==> config.mk <==
export PLATFORM = sky130hd
export DESIGN_NAME = pad_owner_ctrl
export DESIGN_NICKNAME = d
export VERILOG_FILES = /design/src/rtl/pad_ctrl_pkg.sv /design/src/rtl/pad_in_sync.sv /design/src/rtl/pad_owner_ctrl.sv
export SDC_FILE = /design/constraint.sdc
export NUM_CORES = 1
export LEC_CHECK = 0
export CORE_MARGIN = 1.5
export CORE_UTILIZATION = 56
export DETAILED_ROUTE_END_ITERATION = 7
export DONT_BUFFER_PORTS = 1
export GPL_TIMING_DRIVEN = 0
export PLACE_DENSITY_LB_ADDON = 0.1
export SETUP_SLACK_MARGIN = 0.2
export SYNTH_ARGS = -nofsm -noshare
export SYNTH_HDL_FRONTEND = slang
export SYNTH_SLANG_ARGS = --single-unit
export TNS_END_PERCENT = 1
==> constraint.sdc <==
create_clock -name clk_i -period 1.9 [get_ports clk_i]
set_input_delay 0.38 -clock clk_i [delete_from_list [all_inputs] [get_ports clk_i]]
set_output_delay 0.38 -clock clk_i [all_outputs]
set_load 0.01 [all_outputs]
==> src/rtl/pad_ctrl_pkg.sv <==
// Shared types for the pad ownership controller: FSM state encoding,
// wide pad/owner index types used for request range checks, and a helper.
package pad_ctrl_pkg;

    typedef enum logic [1:0] {
        ST_IDLE   = 2'd0,
        ST_TURN   = 2'd1,
        ST_COMMIT = 2'd2
    } state_e;

    // Wide enough for any supported pad/owner count (up to 65535).
    localparam int unsigned IdxW = 16;

    typedef logic [IdxW-1:0] pad_idx_t;
    typedef logic [IdxW-1:0] owner_idx_t;

    // True when idx addresses one of 'limit' entries.
    function automatic logic idx_in_range(input logic [IdxW-1:0] idx,
                                          input int unsigned     limit);
        return 32'(idx) < limit;
    endfunction

endpackage

==> src/rtl/pad_in_sync.sv <==
// Two-flop synchronizer for one asynchronous pad input.
// Ports:
//   clk_i  - clock
//   rst_ni - asynchronous active-low reset (both flops clear to 0)
//   d_i    - asynchronous input from the pad cell
//   q_o    - synchronized output, two cycles of latency
module pad_in_sync (
    input  logic clk_i,
    input  logic rst_ni,
    input  logic d_i,
    output logic q_o
);

    logic meta_q;

    always_ff @(posedge clk_i or negedge rst_ni) begin
        if (!rst_ni) begin
            meta_q <= 1'b0;
            q_o    <= 1'b0;
        end else begin
            meta_q <= d_i;
            q_o    <= meta_q;
        end
    end

endmodule

==> src/rtl/pad_owner_ctrl.sv <==
// Pad ownership controller: muxes per-owner drive data and output enables
// onto bidirectional pad cells, and re-assigns a pad to another owner with a
// tristated turnaround so two owners never drive the pad back to back.
// Ports:
//   clk_i, rst_ni            - clock, asynchronous active-low reset
//   cfg_valid_i/cfg_ready_o  - ownership-change request handshake (ready only in IDLE)
//   cfg_pad_i, cfg_owner_i   - target pad and new owner; one bit wider than the
//                              index so out-of-range requests can be expressed
//   cfg_err_o                - one-cycle pulse after an out-of-range request
//   own_out_i, own_oe_i      - per-owner drive data / output enable, owner o at [o*NumPads +: NumPads]
//   own_in_o                 - synchronized pad inputs, broadcast to all owners
//   pad_in_o, pad_oen_o      - to pad cells (OEN active-low)
//   pad_out_i                - from pad cells, asynchronous
//   owner_o                  - current owner of pad p at [p*OwnerW +: OwnerW]
//   busy_o                   - turnaround in progress
module pad_owner_ctrl
    import pad_ctrl_pkg::*;
#(
    parameter  int unsigned NumPads    = 8,
    parameter  int unsigned NumOwners  = 4,
    parameter  int unsigned TurnCycles = 2,
    localparam int unsigned PadW       = (NumPads > 1) ? $clog2(NumPads) : 1,
    localparam int unsigned OwnerW     = (NumOwners > 1) ? $clog2(NumOwners) : 1,
    localparam int unsigned CfgPadW    = PadW + 1,
    localparam int unsigned CfgOwnerW  = OwnerW + 1
) (
    input  logic                           clk_i,
    input  logic                           rst_ni,
    input  logic                           cfg_valid_i,
    output logic                           cfg_ready_o,
    input  logic [CfgPadW-1:0]             cfg_pad_i,
    input  logic [CfgOwnerW-1:0]           cfg_owner_i,
    output logic                           cfg_err_o,
    input  logic [NumOwners*NumPads-1:0]   own_out_i,
    input  logic [NumOwners*NumPads-1:0]   own_oe_i,
    output logic [NumPads-1:0]             own_in_o,
    output logic [NumPads-1:0]             pad_in_o,
    output logic [NumPads-1:0]             pad_oen_o,
    input  logic [NumPads-1:0]             pad_out_i,
    output logic [NumPads*OwnerW-1:0]      owner_o,
    output logic                           busy_o
);

    localparam int unsigned CntW = (TurnCycles > 1) ? $clog2(TurnCycles) : 1;

    state_e              state_q;
    logic [CntW-1:0]     cnt_q;
    logic [PadW-1:0]     tgt_pad_q;
    logic [OwnerW-1:0]   tgt_owner_q;
    logic [OwnerW-1:0]   owner_q [NumPads];
    logic                ready_q;
    logic                busy_q;
    logic                err_q;

    logic [NumPads-1:0]  own_out_a [NumOwners];
    logic [NumPads-1:0]  own_oe_a  [NumOwners];

    logic                pad_ok_c;
    logic                owner_ok_c;
    logic [OwnerW-1:0]   cur_owner_c;
    logic                accept_c;
    logic                change_c;
    logic [NumPads-1:0]  force_c;

    // Per-owner views of the flattened drive buses.
    for (genvar o = 0; o < NumOwners; o++) begin : g_own_view
        assign own_out_a[o] = own_out_i[o*NumPads +: NumPads];
        assign own_oe_a[o]  = own_oe_i[o*NumPads +: NumPads];
    end

    // Request decode; the owner lookup is only meaningful when the pad is in range.
    always_comb begin
        pad_ok_c    = idx_in_range(pad_idx_t'(cfg_pad_i), NumPads);
        owner_ok_c  = idx_in_range(owner_idx_t'(cfg_owner_i), NumOwners);
        cur_owner_c = owner_q[cfg_pad_i[PadW-1:0]];
        accept_c    = cfg_valid_i & ready_q;
        change_c    = pad_ok_c & owner_ok_c & (cfg_owner_i[OwnerW-1:0] != cur_owner_c);
    end

    // Ownership FSM; ready/busy are registered alongside the state.
    always_ff @(posedge clk_i or negedge rst_ni) begin
        if (!rst_ni) begin
            state_q     <= ST_IDLE;
            cnt_q       <= '0;
            tgt_pad_q   <= '0;
            tgt_owner_q <= '0;
            ready_q     <= 1'b1;
            busy_q      <= 1'b0;
            err_q       <= 1'b0;
            for (int p = 0; p < NumPads; p++) begin
                owner_q[p] <= '0;
            end
        end else begin
            err_q <= 1'b0;
            unique case (state_q)
                ST_IDLE: begin
                    if (accept_c) begin
                        if (!(pad_ok_c && owner_ok_c)) begin
                            err_q <= 1'b1;
                        end else if (change_c) begin
                            tgt_pad_q   <= cfg_pad_i[PadW-1:0];
                            tgt_owner_q <= cfg_owner_i[OwnerW-1:0];
                            cnt_q       <= '0;
                            state_q     <= ST_TURN;
                            ready_q     <= 1'b0;
                            busy_q      <= 1'b1;
                        end
                    end
                end
                ST_TURN: begin
                    // Owner switches on the edge that leaves TURN so the
                    // force is released in the very cycle the new owner appears.
                    if (cnt_q == CntW'(TurnCycles - 1)) begin
                        owner_q[tgt_pad_q] <= tgt_owner_q;
                        state_q            <= ST_COMMIT;
                    end else begin
                        cnt_q <= cnt_q + CntW'(1);
                    end
                end
                ST_COMMIT: begin
                    state_q <= ST_IDLE;
                    ready_q <= 1'b1;
                    busy_q  <= 1'b0;
                end
                default: begin
                    state_q <= ST_IDLE;
                    ready_q <= 1'b1;
                    busy_q  <= 1'b0;
                end
            endcase
        end
    end

    // Pad mux from the registered owner; reset overrides to a safe tristate.
    always_comb begin
        pad_in_o  = '0;
        pad_oen_o = '1;
        force_c   = '0;
        for (int p = 0; p < NumPads; p++) begin
            force_c[p] = (state_q == ST_TURN) && (tgt_pad_q == PadW'(p));
        end
        if (rst_ni) begin
            for (int p = 0; p < NumPads; p++) begin
                pad_in_o[p]  = own_out_a[owner_q[p]][p];
                pad_oen_o[p] = ~own_oe_a[owner_q[p]][p] | force_c[p];
            end
        end
    end

    for (genvar p = 0; p < NumPads; p++) begin : g_pad
        pad_in_sync u_sync (
            .clk_i  (clk_i),
            .rst_ni (rst_ni),
            .d_i    (pad_out_i[p]),
            .q_o    (own_in_o[p])
        );
        assign owner_o[p*OwnerW +: OwnerW] = owner_q[p];
    end

    assign cfg_ready_o = ready_q;
    assign busy_o      = busy_q;
    assign cfg_err_o   = err_q;

endmodule
# Yosys cells after proc, flatten, opt, wreduce, memory -nomap -nowiden
# Index checks and enable logic that the tools add are counted.
[totals] ff_bits=43 output_inout_bits=43 inputBits=82
[op_classes] n_eq_ne=13 reduce_logical=18 n_addsub=1 muxes=74 magnitude_cmp=13 bitwise=30
[ops] cell="$bmux W8 S2" count=16
[ops] cell="$mux W8" count=6
[ops] cell="$mux W7" count=4
[ops] cell="$ge A3 B3 Y1 const B" count=8
[ops] cell="$mux W6" count=4
[ops] cell="$not A2 Y3" count=8
[ops] cell="$mux W2" count=11
[ops] cell="$mux W5" count=4
[ops] cell="$bwmux W16" count=1
[ops] cell="$mux W4" count=4
[ops] cell="$reduce_and A4 Y1" count=4
[ops] cell="$mux W1" count=14
[ops] cell="$eq A3 B3 Y1 const B" count=4
[ops] cell="$mux W3" count=4
[ops] cell="$logic_and A1 B1 Y1" count=10
[ops] cell="$not A1 Y1" count=9
[ops] cell="$ge A4 B4 Y1 const B" count=2
[ops] cell="$ne A2 B2 Y1 const B" count=4
[ops] cell="$not A3 Y4" count=2
[ops] cell="$or A1 B1 Y1" count=8
[ops] cell="$bmux W2 S3" count=1
[ops] cell="$demux W2 S3" count=1
[ops] cell="$eq A3 B2 Y1 const B" count=2
[ops] cell="$pmux W1 S2" count=3
[ops] cell="other kinds (13)" count=15

# Depth between registers and ports, before layout
[logic_depth] ltp_word=10 mapped_depth=6 ltp_nobuf=5

# Cells and area by module
# A second synthesis with hierarchy kept.
[unflattened] cells_unflattened=150 area_unflattened_um2=2122.0
[modules_own_cells] module="pad_owner_ctrl" instances=1 cells_per_inst=134 area_per_inst_um2=1721.7 seq_area_each_um2=676.9
[modules_own_cells] module="pad_in_sync" instances=8 cells_per_inst=2 area_per_inst_um2=50.0 seq_area_each_um2=50.0

# Worst setup path before layout
# No wires, ideal clock.
[synth_timing] path_kind="input to register" startpoint="input cfg_pad_i[0]" endpoint="register tgt_pad_q[2]" path_stages=6 path_buffers=1 path_slack_ps=-101 setup_time_ps=125 arrival_ps=1876 cell_sequence="buf_4 mux2i_1 mux4_2 xor2_1 a21oi_4 mux2_4"
[synth_between] elab_chain_len=7
[synth_rtl] element="start: declaration" line="pad_owner_ctrl.sv:31" text="input logic [CfgPadW-1:0] cfg_pad_i,"
[synth_rtl] element="$not A3 Y4 (implied by the code)" line="pad_owner_ctrl.sv:75" text="cur_owner_c = owner_q[cfg_pad_i[PadW-1:0]];"
[synth_rtl] element="$bmux W2 S3" line="pad_owner_ctrl.sv:75"
[synth_rtl] element="$mux W2 (implied by the code) (2 in a row)" line="pad_owner_ctrl.sv:75"
[synth_rtl] element="$ne A2 B2 Y1" line="pad_owner_ctrl.sv:77" text="change_c = pad_ok_c & owner_ok_c & (cfg_owner_i[OwnerW-1:0] != cur_owner_c);"
[synth_rtl] element="$and A1 B1 Y1" line="pad_owner_ctrl.sv:77"
[synth_rtl] element="$reduce_and A4 Y1 (no source line) *"
[synth_rtl] element="end signal: assignment" line="pad_owner_ctrl.sv:101" text="tgt_pad_q <= cfg_pad_i[PadW-1:0];"
[synth_rtl] element="end: declaration" line="pad_owner_ctrl.sv:48" text="logic [PadW-1:0] tgt_pad_q;"
# Mark *: on every way between the ends. The rest lies on a longest branch, timed or not. The select of a mux whose other input is x is not followed.
# A chain may end at the register's enable or synchronous reset.

# Final worst setup path
[layout_timing] startpoint="register owner_q, in the netlist owner_o[3]" endpoint="register tgt_owner_q[1]"
[layout_between] elab_chain_len=6
[layout_rtl] element="start: declaration" line="pad_owner_ctrl.sv:50" text="logic [OwnerW-1:0] owner_q [NumPads];"
[layout_rtl] element="start signal: indexed assignment" line="pad_owner_ctrl.sv:114" text="owner_q[tgt_pad_q] <= tgt_owner_q;"
[layout_rtl] element="$bmux W2 S3" line="pad_owner_ctrl.sv:75"
[layout_rtl] element="$mux W2 (implied by the code) (2 in a row)" line="pad_owner_ctrl.sv:75"
[layout_rtl] element="$ne A2 B2 Y1" line="pad_owner_ctrl.sv:77"
[layout_rtl] element="$and A1 B1 Y1" line="pad_owner_ctrl.sv:77"
[layout_rtl] element="$reduce_and A4 Y1 (no source line)"
[layout_rtl] element="end signal: assignment" line="pad_owner_ctrl.sv:102" text="tgt_owner_q <= cfg_owner_i[OwnerW-1:0];"
[layout_rtl] element="end: declaration" line="pad_owner_ctrl.sv:49" text="logic [OwnerW-1:0] tgt_owner_q;"
# Every way passes these cells. The select of a mux whose other input is x is not followed.

==> metrics.md <==
| Metric | Value |
|---|---|
| P_leak | `0.00103 µW` |
| Routed vias/inst | `6.29` |
| Max-slew violations | `0` |
| I/O pins | `125` |
| FF+latch count, synth | `43` |
| Failing checks | `negative setup slack` |
| Design Area, Final | `2500 µm²` |
| Hold path startpoint | `pad_out_i[6]` |
| Synth unique cells | `26` |
| Total Wirelength | `4920 µm` |
| Final hold slack | `0.101 ns` |
| First-pass GRT wire length | `7380 µm` |
| DIE HEIGHT | `66.0 µm` |
| Setup-failing EPs final | `6` |
| Buffers on Ports | `0` |
| RSZ-0062 raised after global routing | `yes` |
| GRT Total Usage | `23.6%` |
| Fin crit share | `105%` |
| Largest net degree at the start of global routing | `44` |
| Via count of the first global-routing pass | `1581` |
| Clk buf depth | `2` |
| Total negative slack | `-0.430 ns` |
| Slew Limit Headroom | `60.9%` |
| DRT antenna net count | `0` |
| Total of max-cap violations | `0` |
| Placed cell count | `207` |
| Gr ovfl total | `0` |
| DRC Markers | `0` |
| Crit-path max FO | `7` |
| Syn Area/Cell | `14.0 µm²` |
| EDFF count, synth | `0` |
| Crit path kind | `flip-flop to flip-flop` |
| Total Nets Final | `252` |
| Clk slew on worst S/H paths | `0.08 ns` |
| Syn-to-layout area delta | `12.5%` |
| Worst setup margin | `-0.0892 ns` |
| CP required | `2.09 ns` |
| TritonCTS Buffers | `5` |
| Buffers and inverters on the worst path | `0` |
| Fmax | `0.503 GHz` |
| Fin Clk Skew | `0.00982 ns` |
| Dpl hpwl | `3540 µm` |
| Placeable core area | `3740 µm²` |
| Cell family with most CP delay | `multiplexers` |
| H-tree depth | `2` |
| Die width | `66.0 µm` |
| Clock root buffer | `clkbuf_8` |
| Iteration count of the initial detailed-routing pass | `4` |
| CP Cell Sequence | `mux2i_1, mux4_2, xor2_1, a21oi_4, mux2_4` |
| Critical path's slowest cell | `mux4_2` |
| Iteration-0 DRC count of the detailed router | `53` |
| Wirelength per Cell | `22.4 µm` |
| Synth top area share | `47.2%` |
| Count leader, synth | `dfrtp_1` |
| Max stage delay on crit path | `0.50 ns` |
| Worst Setup End Kind | `flip-flop` |
| Status | `finished, violations left` |
| Origin of the critical flop-to-flop path | `owner_o[3]` |
| N_diodes | `0` |
| Crit path DAT | `2.18 ns` |
| Ranking of synthesized cells by area | `dfrtp_1 (47%), mux4_2 (18%), mux2_2 (8.1%)` |
| Syn_nets | `241` |
| Worst-margin pin slew | `0.586 ns` |
| Most frequent cells after synthesis | `dfrtp_1 (42), mux4_2 (18), mux2_2 (16), nand2_1 (11)` |
| Clock sink count | `43` |
| Share of layout cells above drive strength 1 | `57.9%` |
| Via Count | `1378` |
| CTS tree | `yes` |
| DP Area | `2280 µm²` |
| Synth area leader | `dfrtp_1` |
| Mapped Cells | `159` |
| Cell Count, Final, Fillers Out | `219` |
| GP Congestion | `0.895` |
| Initial Utilization | `59.4%` |
| Synth Warn # | `0` |
| PwrDens | `1250 nW/µm²` |
| Startpoint Class | `flip-flop` |
| # rows | `22` |
| Post-synthesis cell area | `2220 µm²` |
| Top FF cell, synth | `dfrtp_1` |
| Clk_lat worst skew | `0.30 ns` |
| Initial antenna violation count | `0` |
| Die area | `4360 µm²` |
| Sequential fraction of the synthesis area | `48.4%` |
| Worst setup path start | `owner_o[3]` |
| Overall power | `3120 µW` |
| Tmin final | `1.99 ns` |
| FFs w/ async S/R, synth | `100%` |
| Max VDD drop | `0.753 mV` |
| Final Hold Vio Count | `0` |
| Worst Hold Class | `input port to flip-flop` |
-- per-layer routing --
layer,global-route usage (%),vias up,routed length (µm)
li1,-,600,-
met1,28.1,684,1860
met2,41.7,88,2510
met3,7.16,6,497
met4,6.12,0,47
met5,0,-,0
-- through the flow --
stage                     util (%)  setup WS, ns
final                         66.9       -0.0892
after global routing          66.9        -0.141
after CTS                     66.1       -0.0912
after detailed placement      61.0        -0.254
after global placement        61.0        -0.220
after floorplan                  -        -0.101
-- cells by family (layout without fill, tap and decap cells) --
group	count (synthesis)	in the layout	synth area share, %
mux	47	47	33.3
buf+inv	14	26	4.67
flops	43	43	48.4
compound gates	6	6	2.42
xor+xnor	2	2	0.788
simple gates	47	47	10.4
-- sequential cells by signal, summed over array words and instances (netlist names) --
signal,flops
owner_o,16
state_q,2
busy_o,1
g_pad.u_sync.q_o,8
tgt_pad_q,3
cnt_q,1
cfg_ready_o,1
tgt_owner_q,2
cfg_err_o,1
g_pad.u_sync.meta_q,8
-- area by class of cell --
class | count | area (µm²)
fillers | 284 | 1240
multi-input cells | 102 | 1110
flip-flops and latches | 43 | 1100
plain buffers | 12 | 96.3
clock buffers | 6 | 72.6
well taps | 48 | 60.1
repair buffers | 4 | 45.0
clock inverters | 2 | 13.8
inverters | 2 | 7.51
-- worst paths after layout --
| check | end | slack [ns] | depth (start not counted) |
|---|---|---|---|
| max in group asynchronous | cfg_ready_o | 1.08 | 2 |
| max | tgt_owner_q[1] | -0.09 | 5 |
| max reg2reg | tgt_owner_q[1] | -0.09 | 5 |
| min | g_pad[6].u_sync.meta_q | 0.10 | 0 |
| min reg2reg | g_pad[3].u_sync.q_o | 0.35 | 0 |
| min in group asynchronous | state_q[1] | 0.55 | 2 |
-- power by group --
| group | switching (µW) | internal (µW) | leakage, µW |
|---|---|---|---|
| Sequential | 435 | 1170 | 0.000511 |
| Combinational | 359 | 583 | 0.000472 |
| Clock | 313 | 259 | 0.0000452 |
| Total | 1110 | 2010 | 0.00103 |
-- worst reg2reg max path, stage by stage, from the launching register on --
cell	delay [ns]
dfrtp_2	0.44
mux2i_1	0.11
mux4_2	0.50
xor2_1	0.19
a21oi_4	0.31
mux2_4	0.33
-- layout by cell type (no fill, tap or decap), types with 2 or more instances in the layout --
| cell type | n |
|---|---|
| mux4_2 | 18 |
| dfrtp_2 | 18 |
| nand3_2 | 4 |
| buf_4 | 11 |
| nor3_1 | 2 |
| nor2_1 | 7 |
| inv_1 | 2 |
| and2_4 | 8 |
| mux2_4 | 5 |
| o211ai_1 | 2 |
| nand2b_1 | 2 |
| clkbuf_8 | 6 |
| nor4_1 | 2 |
| dfrtp_1 | 24 |
| xor2_1 | 2 |
| nand3_1 | 3 |
| mux2_2 | 16 |
| clkbuf_1 | 2 |
| mux2i_1 | 8 |
| nor2_2 | 2 |
| nand2_1 | 11 |
| a21o_2 | 2 |
-- repair_timing --
action / CTS / global route
hold buffers: 2 / 0
pin swaps: 10 / 8
setup endpoints to repair: 27 / 33
resized for setup: 29 / 8
hold endpoints to repair: 43 / 0
buffers inserted: 2 / 0
Power figures use the tool's default switching activity.
==> RTL change 1: new RTL, same flow settings <==
Add an input register stage for `cfg_valid_i`, `cfg_pad_i` and `cfg_owner_i`, without a reset; this delays them by one clock. The other inputs are not delayed to match.
--- a/src/rtl/pad_owner_ctrl.sv
+++ b/src/rtl/pad_owner_ctrl.sv
@@ -43,6 +43,16 @@
 
     localparam int unsigned CntW = (TurnCycles > 1) ? $clog2(TurnCycles) : 1;
 
+    logic cfg_valid_q;
+    logic [CfgPadW-1:0] cfg_pad_q;
+    logic [CfgOwnerW-1:0] cfg_owner_q;
+
+    always_ff @(posedge clk_i) begin
+        cfg_valid_q <= cfg_valid_i;
+        cfg_pad_q   <= cfg_pad_i;
+        cfg_owner_q <= cfg_owner_i;
+    end
+
     state_e              state_q;
     logic [CntW-1:0]     cnt_q;
     logic [PadW-1:0]     tgt_pad_q;
@@ -70,11 +80,11 @@
 
     // Request decode; the owner lookup is only meaningful when the pad is in range.
     always_comb begin
-        pad_ok_c    = idx_in_range(pad_idx_t'(cfg_pad_i), NumPads);
-        owner_ok_c  = idx_in_range(owner_idx_t'(cfg_owner_i), NumOwners);
-        cur_owner_c = owner_q[cfg_pad_i[PadW-1:0]];
-        accept_c    = cfg_valid_i & ready_q;
-        change_c    = pad_ok_c & owner_ok_c & (cfg_owner_i[OwnerW-1:0] != cur_owner_c);
+        pad_ok_c    = idx_in_range(pad_idx_t'(cfg_pad_q), NumPads);
+        owner_ok_c  = idx_in_range(owner_idx_t'(cfg_owner_q), NumOwners);
+        cur_owner_c = owner_q[cfg_pad_q[PadW-1:0]];
+        accept_c    = cfg_valid_q & ready_q;
+        change_c    = pad_ok_c & owner_ok_c & (cfg_owner_q[OwnerW-1:0] != cur_owner_c);
     end
 
     // Ownership FSM; ready/busy are registered alongside the state.
@@ -98,8 +108,8 @@
                         if (!(pad_ok_c && owner_ok_c)) begin
                             err_q <= 1'b1;
                         end else if (change_c) begin
-                            tgt_pad_q   <= cfg_pad_i[PadW-1:0];
-                            tgt_owner_q <= cfg_owner_i[OwnerW-1:0];
+                            tgt_pad_q   <= cfg_pad_q[PadW-1:0];
+                            tgt_owner_q <= cfg_owner_q[OwnerW-1:0];
                             cnt_q       <= '0;
                             state_q     <= ST_TURN;
                             ready_q     <= 1'b0;
Formal check against the unedited RTL: not equivalent (a bounded check fails within 4 cycles, from zero or initial values and one cycle with rst_ni low).
==> RTL change 1 against the unedited design <==
- the flow still finishes with violations (negative setup slack)
- synthesized area is 5.5% higher
- setup slack worse by 0.010 ns
- sequential cell count grew 8
- clock skew fell by 0.0054 ns
- wire length increased by 0.59%
- sequential share of layout area up 3.5 points
- cell area grew 5.8%
- critical path type unchanged
- highest routed layer unchanged
Power is not compared: it rests on default switching activity, and its combinational part moved more than twofold at a synthesized area within 25%.
==> RTL change 1: results (changes against the unedited design) <==
| Metric | Value |
|---|---|
| Non-filler instance count after layout | 228 (+4.1%) |
| Vias | 1,422 (+3.2%) |
| Dpl ws | -0.2232 ns (+0.03115 ns) |
| Hold path start | pad_out_i[5] |
| Final TNS setup | -0.4840 ns (-0.05376 ns) |
| Most instantiated cells after synthesis | dfrtp_1 (42), mux2_2 (21), mux4_2 (18) |
| Non-clk bufs | 15 (-1) |
| Async SR Flop Fraction | 0.8431 (-0.1569) |
| Top cells by area, synth | dfrtp_1 (45%), mux4_2 (17%), mux2_2 (10%) |
| Post_cts resized | 21 (-28%) |
| CP Max Fanout | 9 (+2) |
| First-pass GRT wire length | 7.176 mm (-2.7%) |
| Worst Hold Endpoint | g_pad[5].u_sync.meta_q$_DFF_PN0_ |
| Failing checks | negative setup slack |
| Placed cell count | 216 (+4.3%) |
| Total track usage | 0.2244 (-0.01130) |
| DP Area | 2417 µm² (+5.8%) |
| Clk_skew | 0.004421 ns (-0.005397 ns) |
| Setup crit start | cfg_pad_q[0]$_DFF_P_ |
| Headroom to the max-slew limit | 0.5250 (-0.08424) |
| Post-synthesis cell area | 2346 µm² (+5.5%) |
| DR iter-0 viols | 41 (-23%) |
| Mapped Nets | 248 (+2.9%) |
| DP HPWL | 3.670 mm (+3.8%) |
| Final worst slack | -0.09924 ns (-0.01003 ns) |
| Seq Cell Count | 51 (+19%) |
| NonClk Buf Share | 0.04724 (-0.009235) |
| Post-synthesis sequential area ratio | 0.5275 (+0.04321) |
| Hold_ws | 0.08699 ns (-0.01352 ns) |
| Routed WL | 4.945 mm (+0.59%) |
| WP data arrival | 2.21 ns (+0.03 ns) |
| Clock-cell share of area | 0.03637 (+0.001889) |
| Antenna Cells | 0 (unchanged) |
| GP Congestion | 0.8365 (-6.6%) |
| Share of cells above drive strength 1 | 0.5281 (-0.05086) |
| Mean Syn Cell Area | 14.13 µm² (+1.0%) |
| Final #Nets | 259 (+2.8%) |
| Fraction of area in multi-input gates | 0.4152 (-0.02757) |
| Sequential cell area share | 0.4747 (+0.03545) |
| Setup violations, final | 5 (-1) |
| Fill cells | 287 (+1.1%) |
| Capture point of the worst reg-to-reg path | tgt_pad_q[2]$_DFFE_PN0P_ |
| Status | finished with violations |
-- RTL change 1: cell count changes after synthesis, moves of 2 or more --
cell / delta
a21o_1: +2
a21o_2: -2
nand2b_1: -2
mux2_2: +5
o211ai_1: +2
nor2_1: +4
nor4_1: -2
mux2_4: -5
dfxtp_1: +8
nand2_1: -2
-- RTL change 1: cells by family (layout without fill, tap and decap cells) --
logic type	Yosys count	after routing	synth area share
AND/OR/NAND/NOR	45	45	0.09227
XOR/XNOR	2	2	0.007468
buffers and inverters	13	25	0.03680
flip-flops	51	51	0.5275
multiplexers	47	47	0.3077
AO/OA/AOI/OAI	8	8	0.02827
-- RTL change 1: worst reg2reg max path, cell delays in order (launching register included) --
cell and delay, ns:
dfxtp_2 0.33, buf_6 0.14, mux2i_1 0.15, mux4_2 0.49
xor2_1 0.18, a21oi_4 0.25, mux2_2 0.36
-- RTL change 1: metal layers --
layer,share of wire,global-route usage
met4,0.010,0.08418
met3,0.088,0.05833
met2,0.52,0.3824
met5,0,0
met1,0.38,0.2738
==> RTL change 2: new RTL, same flow settings <==
Made on the original files. Change the parameter `NumOwners` from 4 to 2.
--- a/src/rtl/pad_owner_ctrl.sv
+++ b/src/rtl/pad_owner_ctrl.sv
@@ -17,7 +17,7 @@
     import pad_ctrl_pkg::*;
 #(
     parameter  int unsigned NumPads    = 8,
-    parameter  int unsigned NumOwners  = 4,
+    parameter  int unsigned NumOwners  = 2,
     parameter  int unsigned TurnCycles = 2,
     localparam int unsigned PadW       = (NumPads > 1) ? $clog2(NumPads) : 1,
     localparam int unsigned OwnerW     = (NumOwners > 1) ? $clog2(NumOwners) : 1,
Ports: changed (resized cfg_owner_i, own_oe_i, own_out_i and owner_o); port bits go from 125 to 84. The function was not compared with the original's and may differ.
==> RTL change 2 against the unedited design <==
- clock skew decreased by 0.0024 ns
- sequential cell count shrank 9
- synthesized cell count shrank 13%
- wire length decreased by 32%
- synthesized area shrank 25%
- cell area shrank 21%
- die area is 24% lower
- power shrank 23%
- sequential share of layout area fell by 0.28 points
- setup slack better by 0.13 ns
- critical path type unchanged
- largest cell class is now flip-flops and latches
- highest routed layer unchanged
==> RTL change 2: results (changes against the unedited design) <==
| Metric | Value |
|---|---|
| WL per Instance | 18.10 µm (-19%) |
| Vias in the first global route | 1,094 (-31%) |
| WP data arrival | 2.10 ns (-0.08 ns) |
| Final #Nets | 203 (-19%) |
| Vias | 1,115 (-19%) |
| DP Area | 1730 µm² (-24%) |
| Dpl ws | -0.1008 ns (+0.1536 ns) |
| Flop2flop setup slack | 0.04 ns (+0.13 ns) |
| Post-CTS Setup Bufs | 4 (+2) |
| Top cells by area, synth | dfrtp_1 (50%), mux2_2 (9.5%), mux2i_1 (7.2%) |
| Power per cell area | 1215 nW/µm² (-2.5%) |
| DR vias/cell | 5.995 (-4.7%) |
| #FFs+latches synth | 34 (-21%) |
| Placed cell count | 169 (-18%) |
| Metal2 WL | 1.684 mm (-33%) |
| Fin area | 1981 µm² (-21%) |
| CP Max Fanout | 6 (-1) |
| GP Congestion | 0.8238 (-8.0%) |
| CTS root buf | clkbuf_4 |
| Fill cells | 181 (-36%) |
| Post-synthesis sequential area ratio | 0.5113 (+0.02701) |
| Routed metal-1 wire length | 1.319 mm (-29%) |
| First-pass GRT wire length | 5.175 mm (-30%) |
| NonClk Buf Share | 0.1099 (+0.05345) |
| Cells after Synth | 138 (-13%) |
| Met3 wire length | 306 µm (-38%) |
| Reg2reg path depth | 4 (-1) |
| CP endpoint | tgt_pad_q[2]$_DFFE_PN0P_ |
| Met3 usage | 0.07710 (+0.005547) |
| Clock share of power | 0.178 (-0.005) |
| Total track usage | 0.2101 (-0.02562) |
| Mapped Nets | 187 (-22%) |
| Post-synthesis xor/xnor area fraction | 0 (-0.007874) |
| Clk_lat worst skew | 0.34 ns (+0.04 ns) |
| Grt met1 use | 0.2651 (-0.01593) |
| Met2 Resource Use GR | 0.3312 (-0.08550) |
| Multi-input gate area | 788.3 µm² (-29%) |
| Complex-gate fraction of the synthesized area | 0.05931 (+0.03512) |
| Status | complete, no violations |
| Clk_skew | 0.007409 ns (-0.002409 ns) |
| Comb pwr share | 0.339 (+0.037) |
| Pleak | 0.8069 nW (-22%) |
| Post_cts resized | 20 (-31%) |
| DP HPWL | 2.250 mm (-36%) |
| DR iter-0 viols | 23 (-57%) |
| Share of cells above drive strength 1 | 0.4387 (-0.1402) |
| Crit share post-route | 0.9808 (-0.06616) |
| Sw Ratio | 0.3604 (+0.005495) |
| Distinct cells, synth | 29 (+12%) |
| Most instantiated cells after synthesis | dfrtp_1 (33), mux2_2 (14), mux2i_1 (12) |
| Non-clk bufs | 23 (+7) |
[RTL change 2: cell types whose count changed after synthesis, moves of 3 or more]
cell,unedited run,this run
and2_1,9,1
mux2_4,5,0
nand2b_1,3,7
nand2_1,11,8
nor2b_1,1,11
mux4_2,18,1
o2111ai_1,0,5
mux2i_1,8,12
nand3_1,7,4
dfrtp_1,42,33
[RTL change 2: worst min-delay path by stage]
stage                      start  slack [ns]  depth (start not counted)                                to
finish              pad_out_i[4]        0.05                          0  g_pad[4].u_sync.meta_q$_DFF_PN0_
global route        pad_out_i[4]        0.03                          0  g_pad[4].u_sync.meta_q$_DFF_PN0_
CTS                 pad_out_i[4]        0.05                          0  g_pad[4].u_sync.meta_q$_DFF_PN0_
detailed placement        rst_ni        0.09                          0  g_pad[7].u_sync.meta_q$_DFF_PN0_
global placement          rst_ni        0.09                          0  g_pad[2].u_sync.meta_q$_DFF_PN0_
floorplan                 rst_ni        0.08                          0                busy_o$_DFFE_PN0P_
